**config.mk**
```make
export PLATFORM = sky130hd
export DESIGN_NAME = dump_uart_tx
export DESIGN_NICKNAME = d
export VERILOG_FILES = /design/src/rtl/dump_uart_tx.sv
export SDC_FILE = /design/constraint.sdc
export NUM_CORES = 1
export LEC_CHECK = 0
export CORE_ASPECT_RATIO = 1.2
export CORE_UTILIZATION = 40
export CTS_BUF_LIST = sky130_fd_sc_hd__clkbuf_4 sky130_fd_sc_hd__clkbuf_8 sky130_fd_sc_hd__clkbuf_16
export CTS_CLUSTER_SIZE = 30
export DETAILED_ROUTE_END_ITERATION = 7
export PLACE_DENSITY = 0.67
export SYNTH_ARGS = -nofsm -noshare
export SYNTH_HDL_FRONTEND = slang
export SYNTH_SLANG_ARGS = --single-unit
```
**constraint.sdc**
```tcl
create_clock -name clk -period 3.2 [get_ports clk]
set_input_delay 0.32 -clock clk [delete_from_list [all_inputs] [get_ports clk]]
set_output_delay 0.32 -clock clk [all_outputs]
set_load 0.01 [all_outputs]
```
**src/rtl/dump_uart_tx.sv**
```systemverilog
// Host-side dump handshake plus 8N1 UART serializer.
// The dump controller gates dump requests on capture_done and counts acknowledged bytes.
// The serializer transmits one byte for each send_dump request, independently of the controller.
module dump_uart_tx #(
   parameter int unsigned BAUD_DIV = 434
) (
   input  logic       clk,
   input  logic       rst_n,
   input  logic       dump_req,
   input  logic       capture_done,
   output logic       start_dump,
   input  logic       send_dump,
   input  logic [7:0] dump_data,
   output logic       dump_sent,
   input  logic       dump_finished,
   output logic       clr_capture_done,
   output logic       dump_rej,
   output logic       tx,
   output logic       busy,
   output logic [9:0] byte_cnt
);

   localparam logic [15:0] BAUD_LAST = 16'(BAUD_DIV - 1);

   typedef enum logic [1:0] {
      D_IDLE,
      D_START,
      D_RUN
   } dstate_t;

   typedef enum logic [2:0] {
      T_IDLE,
      T_START,
      T_DATA,
      T_STOP,
      T_ACK
   } tstate_t;

   dstate_t     dstate, dstate_nxt;
   logic [9:0]  byte_cnt_nxt;

   tstate_t     tstate, tstate_nxt;
   logic [15:0] baud_cnt, baud_cnt_nxt;
   logic [2:0]  bit_idx, bit_idx_nxt;
   logic [7:0]  shift, shift_nxt;
   logic        tx_nxt;
   logic        baud_end;

   // ---------------------------------------------------------------
   // Dump controller
   // ---------------------------------------------------------------

   // Controller state and byte counter registers
   always_ff @(posedge clk or negedge rst_n) begin
      if (!rst_n) begin
         dstate   <= D_IDLE;
         byte_cnt <= '0;
      end else begin
         dstate   <= dstate_nxt;
         byte_cnt <= byte_cnt_nxt;
      end
   end

   // Controller next state, byte counting and handshake pulses
   always_comb begin
      dstate_nxt       = dstate;
      byte_cnt_nxt     = byte_cnt;
      start_dump       = 1'b0;
      clr_capture_done = 1'b0;
      dump_rej         = 1'b0;
      unique case (dstate)
         D_IDLE: begin
            if (dump_req) begin
               if (capture_done) begin
                  dstate_nxt = D_START;
               end else begin
                  dump_rej = 1'b1;
               end
            end
         end
         D_START: begin
            start_dump   = 1'b1;
            dump_rej     = dump_req;
            byte_cnt_nxt = '0;
            dstate_nxt   = D_RUN;
         end
         D_RUN: begin
            dump_rej = dump_req;
            // the last ack arrives together with dump_finished and still counts
            if (dump_sent && (byte_cnt != '1)) begin
               byte_cnt_nxt = byte_cnt + 10'd1;
            end
            if (dump_finished) begin
               clr_capture_done = 1'b1;
               dstate_nxt       = D_IDLE;
            end
         end
         default: dstate_nxt = D_IDLE;
      endcase
   end

   assign busy = (dstate != D_IDLE);

   // ---------------------------------------------------------------
   // UART serializer
   // ---------------------------------------------------------------

   assign baud_end = (baud_cnt == BAUD_LAST);

   // Serializer state and datapath registers; tx idles high
   always_ff @(posedge clk or negedge rst_n) begin
      if (!rst_n) begin
         tstate   <= T_IDLE;
         baud_cnt <= '0;
         bit_idx  <= '0;
         shift    <= '0;
         tx       <= 1'b1;
      end else begin
         tstate   <= tstate_nxt;
         baud_cnt <= baud_cnt_nxt;
         bit_idx  <= bit_idx_nxt;
         shift    <= shift_nxt;
         tx       <= tx_nxt;
      end
   end

   // Serializer next state: start bit, 8 data bits LSB first, stop bit, then ack
   always_comb begin
      tstate_nxt   = tstate;
      baud_cnt_nxt = baud_cnt;
      bit_idx_nxt  = bit_idx;
      shift_nxt    = shift;
      tx_nxt       = tx;
      dump_sent    = 1'b0;
      unique case (tstate)
         T_IDLE: begin
            tx_nxt = 1'b1;
            if (send_dump) begin
               shift_nxt    = dump_data;
               baud_cnt_nxt = '0;
               bit_idx_nxt  = '0;
               tx_nxt       = 1'b0;
               tstate_nxt   = T_START;
            end
         end
         T_START: begin
            if (baud_end) begin
               baud_cnt_nxt = '0;
               tx_nxt       = shift[0];
               tstate_nxt   = T_DATA;
            end else begin
               baud_cnt_nxt = baud_cnt + 16'd1;
            end
         end
         T_DATA: begin
            if (baud_end) begin
               baud_cnt_nxt = '0;
               shift_nxt    = {1'b0, shift[7:1]};
               if (bit_idx == 3'd7) begin
                  tx_nxt     = 1'b1;
                  tstate_nxt = T_STOP;
               end else begin
                  // tx is registered, so it takes the bit that shifts into position 0
                  tx_nxt      = shift[1];
                  bit_idx_nxt = bit_idx + 3'd1;
               end
            end else begin
               baud_cnt_nxt = baud_cnt + 16'd1;
            end
         end
         T_STOP: begin
            if (baud_end) begin
               baud_cnt_nxt = '0;
               tstate_nxt   = T_ACK;
            end else begin
               baud_cnt_nxt = baud_cnt + 16'd1;
            end
         end
         T_ACK: begin
            dump_sent  = 1'b1;
            tstate_nxt = T_IDLE;
         end
         default: tstate_nxt = T_IDLE;
      endcase
   end

endmodule

```
==> results of run 1 <==
[path summary, 6_finish.rpt]
kind,from,to,slack [ns],cells past startpoint
max,dstate[0],clr_capture_done,0.94,4
min,rst_n,byte_cnt[2],0.17,1
max reg2reg,baud_cnt[1],tx,1.07,7
min reg2reg,shift[3],shift[3],0.51,1
max in group asynchronous,rst_n,baud_cnt[11],2.44,1
min in group clk,shift[3],shift[3],0.51,1
[cell usage in the layout (no fill, tap or decap), drive strengths merged, types with 4 or more instances in the layout]
cell,netlist,final
nand2b,5,5
and4,4,4
inv,14,14
o211ai,7,7
a31oi,23,23
and3,6,6
o221ai,4,4
and2,7,7
nor3,4,4
mux2,15,15
clkdlybuf4s50,0,28
nand4,8,8
dfrtp,42,42
nand3,16,16
ha,10,10
o21ai,9,9
nand2,22,22
nor2,11,11
a21oi,8,8
a41oi,7,7
clkbuf,11,6
[cells by family after synthesis]
| group | count (synthesis) |
|---|---|
| flops | 43 |
| xor+xnor | 2 |
| buf+inv | 29 |
| simple gates | 107 |
| fa+ha+maj | 10 |
| mux | 17 |
| compound gates | 66 |
[per-layer routing]
layer | vias to the layer above | global-route usage | routed length (microns)
met4 | 0 | 0.05929 | 70
met2 | 48 | 0.3056 | 2757
met1 | 1073 | 0.2279 | 2546
met5 | - | 0 | 0
li1 | 1081 | - | -
met3 | 7 | 0.02915 | 196
[worst max-delay path: stages, from the launching register on]
cell and delay (ns):
dfrtp_1 0.40, inv_1 0.12, ha_1 0.40, and2_1 0.19
clkdlybuf4s50_1 0.53
[report_power, final]
group | switching (uW) | internal (uW)
clock network | 189 | 320
registers | 131 | 618
logic | 221 | 178
total | 541 | 1120
[per-stage QoR]
step           cells    util  hold WS (ns)
2_1_floorplan    274       -       0.02441
3_3_place_gp     375  0.4666        0.4894
3_5_place_dp     375  0.4666        0.4924
4_1_cts          383  0.4878        0.1990
5_1_grt          383  0.4878        0.2508
6_report         383  0.4878        0.1692
[sequential cells by signal (all words and copies together), names as in the netlist]
| signal | flops |
|---|---|
| dstate | 2 |
| tstate | 3 |
| bit_idx | 3 |
| shift | 8 |
| tx | 1 |
| byte_cnt | 10 |
| baud_cnt | 16 |
[cell type report]
class | count | share of cell area
sequential | 43 | 0.3426
clock inverter | 2 | 0.01910
clock buffer | 6 | 0.02427
inverter | 14 | 0.01671
tap | 85 | 0.03382
multi-input combinational | 202 | 0.4680
timing repair buffer | 31 | 0.09550
==> impl_results.md, run 1 <==
- Fmax achieved: between 400 and 500 MHz
- Placed Area: between 3000 and 4000 sq um
- Syn nets: between 200 and 300
- Simple-gate area share of the yosys netlist: 0.2471
- Die Ht: a little over 90 microns
- First-pass GRT wire length: roughly 10 mm
- ANT cells: 0
- Pwr per Cell Area: approximately 530 nW/um^2
- Number of synthesized register bits: 43
- CTS buffer count: 5
- Clock latency on the worst-skew pair: around 0.30 ns
- Final Hold Viols: 0
- Synth cell count leaders: dfrtp_1 (42), a31oi_1 (22), nand2_1 (22), nand3_1 (16), inv_1 (14)
- XOR/XNOR share of the synthesized area: 0.006576
- Initial cell density of the core: 0.4132
- Worst Tran Pin Value: between 0.9 and 1 ns
- Largest area contributor in the netlist: dfrtp_1
- Antenna-violating nets left: 0
- Clock Skews: ~0.0091 ns
- Avg WL per Cell: ~15 microns
- Critical Path End Type: output pin
- DP Wirelength: approximately 4 mm
- Setup TNS: 0 ns
- Worst Path Max Fanout: 13
- Final setup viols: 0
- Critical path arrival: between 1.5 and 2 ns
- Synth async-reset ratio: 1.000
- Placer congestion estimate: between 0.8 and 0.9
- Status: finished, final reports clean
- Place WS: around 1.1 ns
- Area Growth Syn to Fin: 18.04%
- Layout cells sized above 1: 0.1174
- Chip Width: 76.50 microns
- Count of filler cells inserted in the layout: ~600
- Gr ovfl total: 0
- Largest net degree at the start of global routing: 44
- Multiplexer area fraction after synthesis: 0.08079
- Die ar.: between 6000 and 7000 sq um
- Yosys warnings: 0
- Largest family of logic cells by synthesized area: simple AND/OR/NAND/NOR gates
- Max VDD drop: ~0.25 mV
- Vias per inst: 5.768
- PnR worst setup slack: about 0.94 ns
- Post-Syn Area: between 2000 and 3000 sq um
- Post-CTS Setup Bufs: 0
- Clk sink count: 43
- Seq/Total Area, Yosys: 0.4044
- Maximum capacitance violations: 0
- Rows: 32
- Core footprint: about 6400 sq um
- Most common cell in the netlist: dfrtp_1
- RSZ-0062 raised after global routing: false
- Leakage: between 0.001 and 0.0015 uW
- Yosys top cell area share: 0.3946
- Number of global-route vias before repair: approximately 2200
- Most area-consuming cells after synthesis: dfrtp_1 (39%), a31oi_1 (5.2%), ha_1 (4.7%), mux2_4 (3.9%), mux2_2 (3.4%)
- TritonRoute pass-1 iters: 4
- Primary FF master, synth: dfrtp_1
- CTS Hold Buffers Added: 0
- Total wire length: roughly 5.6 mm
- Design area: between 3000 and 4000 sq um
- Root Buffer: clkbuf_8
- Synthesized netlist cell count: 274
- Htree depth: 2
- Number of synthesized flops with an enable pin: 0
- Adder-Cell Fraction of Synth Area: 0.04697
- Syn_area_per_cell: slightly below 10 sq um
- Post-CTS Resized: 0
- Type of the most critical hold path: in2async
- Area occupied by multi-input gates: approximately 1500 sq um
- Clock slew seen by the registers of the worst setup and hold paths: roughly 0.08 ns
- Tcrit/Tclk final: 0.7047
- GRT Overall Usage: 0.1786
- WP data required: approximately 2.9 ns
- Compound-Gate Fraction of Synth Area: 0.1710
- Initial antenna violation count: 0
- Power Total: between 1500 and 2000 uW
- I/O pin cnt: 30
- Bufs on Longest Clock Path: 2
- DRC violations left: 0
- CP Launch Type: register
- CTS tree: yes
- Yosys cell types: 52
- Drt initial violations: 122
- Setup CP Type: reg2out
- Slew Viols, Final: 0
- Final #Nets: ~320
- # port buffers: 29
- Slew margin rel.: 0.3609
- Total number of vias: between 2000 and 2500
- Final Critical Period: approximately 2.3 ns
- Register Area: about 1100 sq um
No activity file was read; power rests on OpenSTA's default activity.
==> run 2: changes to the inputs <==
Clock period 3.2 ns to 2.24 ns, I/O delays scaled along.
==> impl_results.md, run 2 (synthesis results as in run 1) <==
- Status: finished, final reports clean
- RR Startpoint: baud_cnt[1]
- Commonest non-fill, non-tap cells in the layout: dfrtp_1 (42), clkdlybuf4s50_1 (28), nand2_1 (22), a31oi_1 (22), nand3_1 (16)
- Vias per inst: 5.778
- Grt met3 use: 0.04020
- TritonRoute pass-1 iters: 4
- Die Ht: approximately 90 microns
- CTS tree: yes
- Worst Path Max Fanout: 11
- Clock slew seen by the registers of the worst setup and hold paths: about 0.090 ns
- Critical path's slowest cell: clkdlybuf4s50_1
- CP Launch Type: register
- Total wire length: roughly 5.7 mm
- Max FFs per register: 16
- Bufs on Longest Clock Path: 2
- Global-route met1 utilization: 0.2236
- Critical Path End Type: output pin
- Core footprint: between 6000 and 7000 sq um
- Maximum capacitance violations: 0
- Avg WL per Cell: approximately 14 microns
- Number of global-route vias before repair: about 2200
- Leakage: ~0.0013 uW
- Slew Viols, Final: 0
- CP top delay family: buffers and inverters
- Fmax achieved: about 470 MHz
- Final #Nets: 330
- Post-CTS Resized: 0
- Tcrit/Tclk final: 0.9553
- Final Hold Viols: 0
- Root Buffer: clkbuf_8
- GRT Overall Usage: 0.1772
- Layout cells sized above 1: 0.1401
- Clk sink count: 43
- Drt initial violations: 138
- Final Critical Period: roughly 2.1 ns
- Largest net degree at the start of global routing: 26
- First-pass GRT wire length: 10.06 mm
- Initial cell density of the core: 0.4132
- GRT Max-Usage Layer: met2
- Max VDD drop: roughly 0.24 mV
- Chip Width: around 76 microns
- Power Total: roughly 2300 uW
- Area Growth Syn to Fin: 19.96%
- Clock Skews: between 0.01 and 0.015 ns
- Final setup viols: 0
- Rows: 32
- Biggest register: baud_cnt
- Setup CP Type: reg2out
- Crit. Startpoint: dstate[0]
- Type of the most critical hold path: in2async
- Biggest regs: baud_cnt x16, byte_cnt x10, shift x8
- I/O pin cnt: 30
- Htree depth: 2
- DRC violations left: 0
- Layout Cells excl Fill: slightly below 400
- Design area: between 3000 and 4000 sq um
- Placed cell count: 383
- RSZ-0062 raised after global routing: false
- Max incr delay on CP: ~0.53 ns
- Antenna-violating nets left: 0
- Setup TNS: 0 ns
- Initial antenna violation count: 0
- FF-to-FF setup slack: around 0.17 ns
- Most common cell after layout, fill and taps aside: dfrtp_1
- Total number of vias: roughly 2300
- Slew margin rel.: 0.6562
- CP Buf/Inv Count: 3
- DP Wirelength: slightly above 4 mm
- Count of filler cells inserted in the layout: 612
- Worst Reg-to-Reg Cells: 6
- Placed Area: approximately 3000 sq um
- Met2 usage: 0.2973
- Critical path arrival: 1.92 ns
- Placer congestion estimate: 0.8027
- Die ar.: 6991 sq um
- Pwr per Cell Area: 722.5 nW/um^2
- WP data required: approximately 2 ns
- Gr ovfl total: 0
- Worst R2R End: shift[4]
- Clock latency on the worst-skew pair: about 0.30 ns
- CTS buffer count: 5
- # port buffers: 29
- ANT cells: 0
- Critical path cell sequence: inv_1, ha_1, buf_4, and2_1, clkdlybuf4s50_1
- Worst Tran Pin Value: 0.5087 ns
run 2: cell count changes in the layout (fill, tap and decap cells not counted):
cell / change
buf_4: +8
bufinv_16: -1
clkbuf_4: -1
clkbuf_8: +1
clkinv_2: +1
dlygate4sd3_1: +1
run 2: worst max-delay path by stage:
| stage | end | slack, ns | cells after the start |
|---|---|---|---|
| 6_report | clr_capture_done | 0.10 | 5 |
| 5_1_grt | clr_capture_done | 0.005 | 5 |
| 4_1_cts | clr_capture_done | 0.10 | 5 |
| 3_5_place_dp | shift[6] | 0.16 | 6 |
| 3_3_place_gp | shift[4] | 0.24 | 6 |
| 2_1_floorplan | shift[0] | 0.41 | 6 |
run 2: timing repair:
| item | in CTS | in global routing |
|---|---|---|
| setup buffers | 0 | 0 |
| endpoints found under the setup margin | 0 | 0 |
| endpoints found under the hold margin | 42 | 0 |
| hold buffers | 1 | 0 |
run 2: cell type report:
type                    instances  area, sq um  share of cell area
well taps                      85        106.4             0.03328
repair buffers                 40        370.4              0.1159
flip-flops and latches         43         1077              0.3371
clock buffers                   6        82.58             0.02584
inverters                      14        52.55             0.01644
multi-input cells             202         1471              0.4605
clock inverters                 2        35.03             0.01096
run 2: through the flow:
step	worst slack, ns	hold slack [ns]	util
3_3_place_gp	0.2441	0.2202	0.4759
6_report	0.1002	0.4223	0.4957
3_5_place_dp	0.1566	0.2301	0.4759
4_1_cts	0.1038	0.4353	0.4957
2_1_floorplan	0.4087	-0.07159	-
5_1_grt	0.005163	0.4574	0.4957
run 2: worst register-to-register path, stage by stage (launching register included):
cell and delay (ns):
dfrtp_1 0.42, inv_1 0.09, ha_1 0.16, nor4b_4 0.24
nand4_4 0.24, a31oi_4 0.47, mux2_4 0.34
run 2: report_power, final:
group	total [uW]	internal (uW)	switching [uW]	leakage (uW)
logic	615	274	342	0.000749
clock network	635	361	274	0.0000612
registers	1060	883	175	0.000534
run 2: metal layers:
metal | vias up | part of all wire
met3 | 11 | 0.040
met1 | 1084 | 0.45
met2 | 61 | 0.49
met5 | - | 0
met4 | 0 | 0.017
li1 | 1109 | -
==> run 3: changes to the inputs <==
Settings changed: ABC_AREA set to 1, RECOVER_POWER set to 50.
==> impl_results.md, run 3 <==
- Htree depth: 2
- Max FFs per register: 16
- Number of global-route vias before repair: around 2100
- Syn nets: 352
- Primary FF master, synth: dfrtp_1
- CP Buf/Inv Count: 3
- Critical Path Most Common Cell: inv_1
- DP Wirelength: 4.089 mm
- WP data required: approximately 2.0 ns
- Critical path arrival: 1.80 ns
- Most area-consuming cells after synthesis: dfrtp_1 (40%), nand2_1 (12%), nand3_1 (5.9%), inv_1 (5.0%), ha_1 (4.8%)
- Sw power: around 950 uW
- Tcrit/Tclk final: 0.9021
- Clk sink count: 43
- Initial cell density of the core: 0.4254
- Critical path's slowest cell: clkdlybuf4s50_1
- Vias per inst: between 4 and 5
- First-pass GRT wire length: roughly 9.4 mm
- DRC violations left: 0
- Net Sw Frac: 0.3875
- Worst Tran Pin Value: about 1.3 ns
- Most common cell after layout, fill and taps aside: nand2_1
- Crit. Startpoint: dstate[0]
- Root Buffer: clkbuf_8
- Critical Path End Type: output pin
- Status: finished, final reports clean
- Multiplexer area fraction after synthesis: 0.02289
- XOR/XNOR share of the synthesized area: 0.02670
- Area Growth Syn to Fin: 16.98%
- Core footprint: a little over 6000 sq um
- Maximum capacitance violations: 0
- ANT cells: 0
- GRT Overall Usage: 0.1680
- Register share of total power: 0.439
- Largest family of logic cells by synthesized area: simple AND/OR/NAND/NOR gates
- Die ar.: about 7000 sq um
- RR Startpoint: tstate[0]
- Syn_area_per_cell: between 7 and 8 sq um
- Setup TNS: 0 ns
- Post-Syn Area: 2624 sq um
- Commonest non-fill, non-tap cells in the layout: nand2_1 (88), dfrtp_1 (42), inv_1 (35)
- Antenna-violating nets left: 0
- Seq/Total Area, Yosys: 0.4106
- Initial antenna violation count: 0
- Final #Nets: a little under 400
- Critical path cell sequence: inv_1, ha_1, nand2_1, inv_1, clkdlybuf4s50_1
- CTS tree: yes
- Total number of vias: 2214
- CP Launch Type: register
- Biggest regs: baud_cnt x16, byte_cnt x10, shift x8
- Yosys cell types: 37
- RSZ-0062 raised after global routing: false
- Most common cell in the netlist: nand2_1
- Adder-Cell Fraction of Synth Area: 0.04769
- CTS buffer count: 5
- Clock Skews: approximately 0.0083 ns
- Yosys top cell area share: 0.4006
- Biggest register: baud_cnt
- Clock slew seen by the registers of the worst setup and hold paths: 0.09 ns
- Synth async-reset ratio: 1.000
- Number of synthesized flops with an enable pin: 0
- Clock share of power: 0.202
- Placer congestion estimate: between 0.8 and 0.9
- Total wire length: roughly 5.4 mm
- Layout cells sized above 1: 0.1099
- PnR worst setup slack: ~0.22 ns
- Hold wc startpoint: dump_data[7]
- Gr ovfl total: 0
- I/O pin cnt: 30
- Final Hold Viols: 0
- Max VDD drop: just under 0.5 mV
- Logic pwr share: 0.359
- Compound-Gate Fraction of Synth Area: 0.08965
- Avg WL per Cell: roughly 12 microns
- Synth cell count leaders: nand2_1 (87), dfrtp_1 (42), inv_1 (35), nand3_1 (31), nor2_1 (23)
- Drt initial violations: 90
- Int Power: approximately 1500 uW
- Largest net degree at the start of global routing: 23
- Slew margin rel.: 0.1429
- Number of synthesized register bits: 43
- Fmax achieved: ~490 MHz
- TritonRoute pass-1 iters: 4
- Leakage: ~0.0016 uW
- Post-CTS Resized: 0
- Setup CP Type: reg2out
- Final Critical Period: 2.021 ns
- Largest area contributor in the netlist: dfrtp_1
- Worst Path Max Fanout: 7
- Chip Width: about 76 microns
- Final setup viols: 0
- Bufs on Longest Clock Path: 2
- Pwr per Cell Area: 800.4 nW/um^2
- # port buffers: 29
- Synthesized netlist cell count: between 300 and 400
- Place WS: 0.5183 ns
- Die Ht: 90.72 microns
- CP top delay family: buffers and inverters
- Rows: 31
- Simple-gate area share of the yosys netlist: 0.3224
- Slew Viols, Final: 0
- Max incr delay on CP: 0.52 ns
- Clock latency on the worst-skew pair: 0.29 ns
- Yosys warnings: 0
- Type of the most critical hold path: in2reg
-- run 3: repair_timing --
action,in CTS,in global routing
hold endpoints to repair,20,0
setup buffers,0,0
hold buffers,1,0
-- run 3: logic make-up after synthesis --
kind of cell | after synthesis
AO/OA/AOI/OAI | 41
XOR/XNOR | 8
adder cells (fa/ha/maj) | 10
buffers and inverters | 44
flip-flops | 43
multiplexers | 6
AND/OR/NAND/NOR | 176
-- run 3: final timing paths --
path / endpoint / slack (ns) / cells after the start
worst max-delay path: clr_capture_done / 0.22 / 5
worst min-delay path: shift[7] / 0.47 / 3
worst max register to register: baud_cnt[12] / 0.44 / 6
worst min register to register: shift[0] / 0.49 / 2
max in group asynchronous: tx / 0.48 / 3
min in group asynchronous: baud_cnt[7] / 0.73 / 2
-- run 3: power by group through the flow --
stage | logic, uW | clock network, uW | registers, uW
after floorplan | 657 | 0 | 1050
after global placement | 861 | 0 | 1090
after detailed placement | 884 | 0 | 1090
after CTS | 891 | 525 | 1080
after global routing | 1010 | 559 | 1100
final | 881 | 496 | 1080
-- run 3: cell type report --
type	count	area, sq um
Tap cell	82	102.6
Inverter	40	162.7
Timing Repair Buffer	32	304.0
Clock inverter	2	12.51
Clock buffer	6	76.32
Multi-Input combinational cell	241	1334
Sequential cell	43	1077
Fill cell	618	3098
-- run 3: through the flow --
stage | util | area [sq um] | power, uW | hold slack (ns) | std cells
6_report | 0.4977 | 3069 | 2456 | 0.4738 | 446
5_1_grt | 0.4977 | 3069 | 2669 | 0.4976 | 446
4_1_cts | 0.4991 | 3078 | 2495 | 0.4503 | 446
3_5_place_dp | 0.4831 | 2979 | 1978 | 0.2413 | 437
3_3_place_gp | 0.4831 | 2979 | 1951 | 0.2331 | 437
2_1_floorplan | - | 2624 | 1711 | -0.07159 | 328
-- run 3: worst reg2reg max path: stages (launching register included) --
cell and delay, ns:
dfrtp_1 0.42, nor2_4 0.18, nand2_4 0.17, nand2_1 0.37
nand2_1 0.28, nand3b_1 0.22, o21ai_0 0.08
-- run 3: metal layers --
metal | routed length, microns | part of all wire | track usage
met5 | 0 | 0 | 0
met4 | 43 | 0.0080 | 0.05128
met3 | 175 | 0.033 | 0.03535
met2 | 2816 | 0.52 | 0.2932
met1 | 2343 | 0.44 | 0.2065
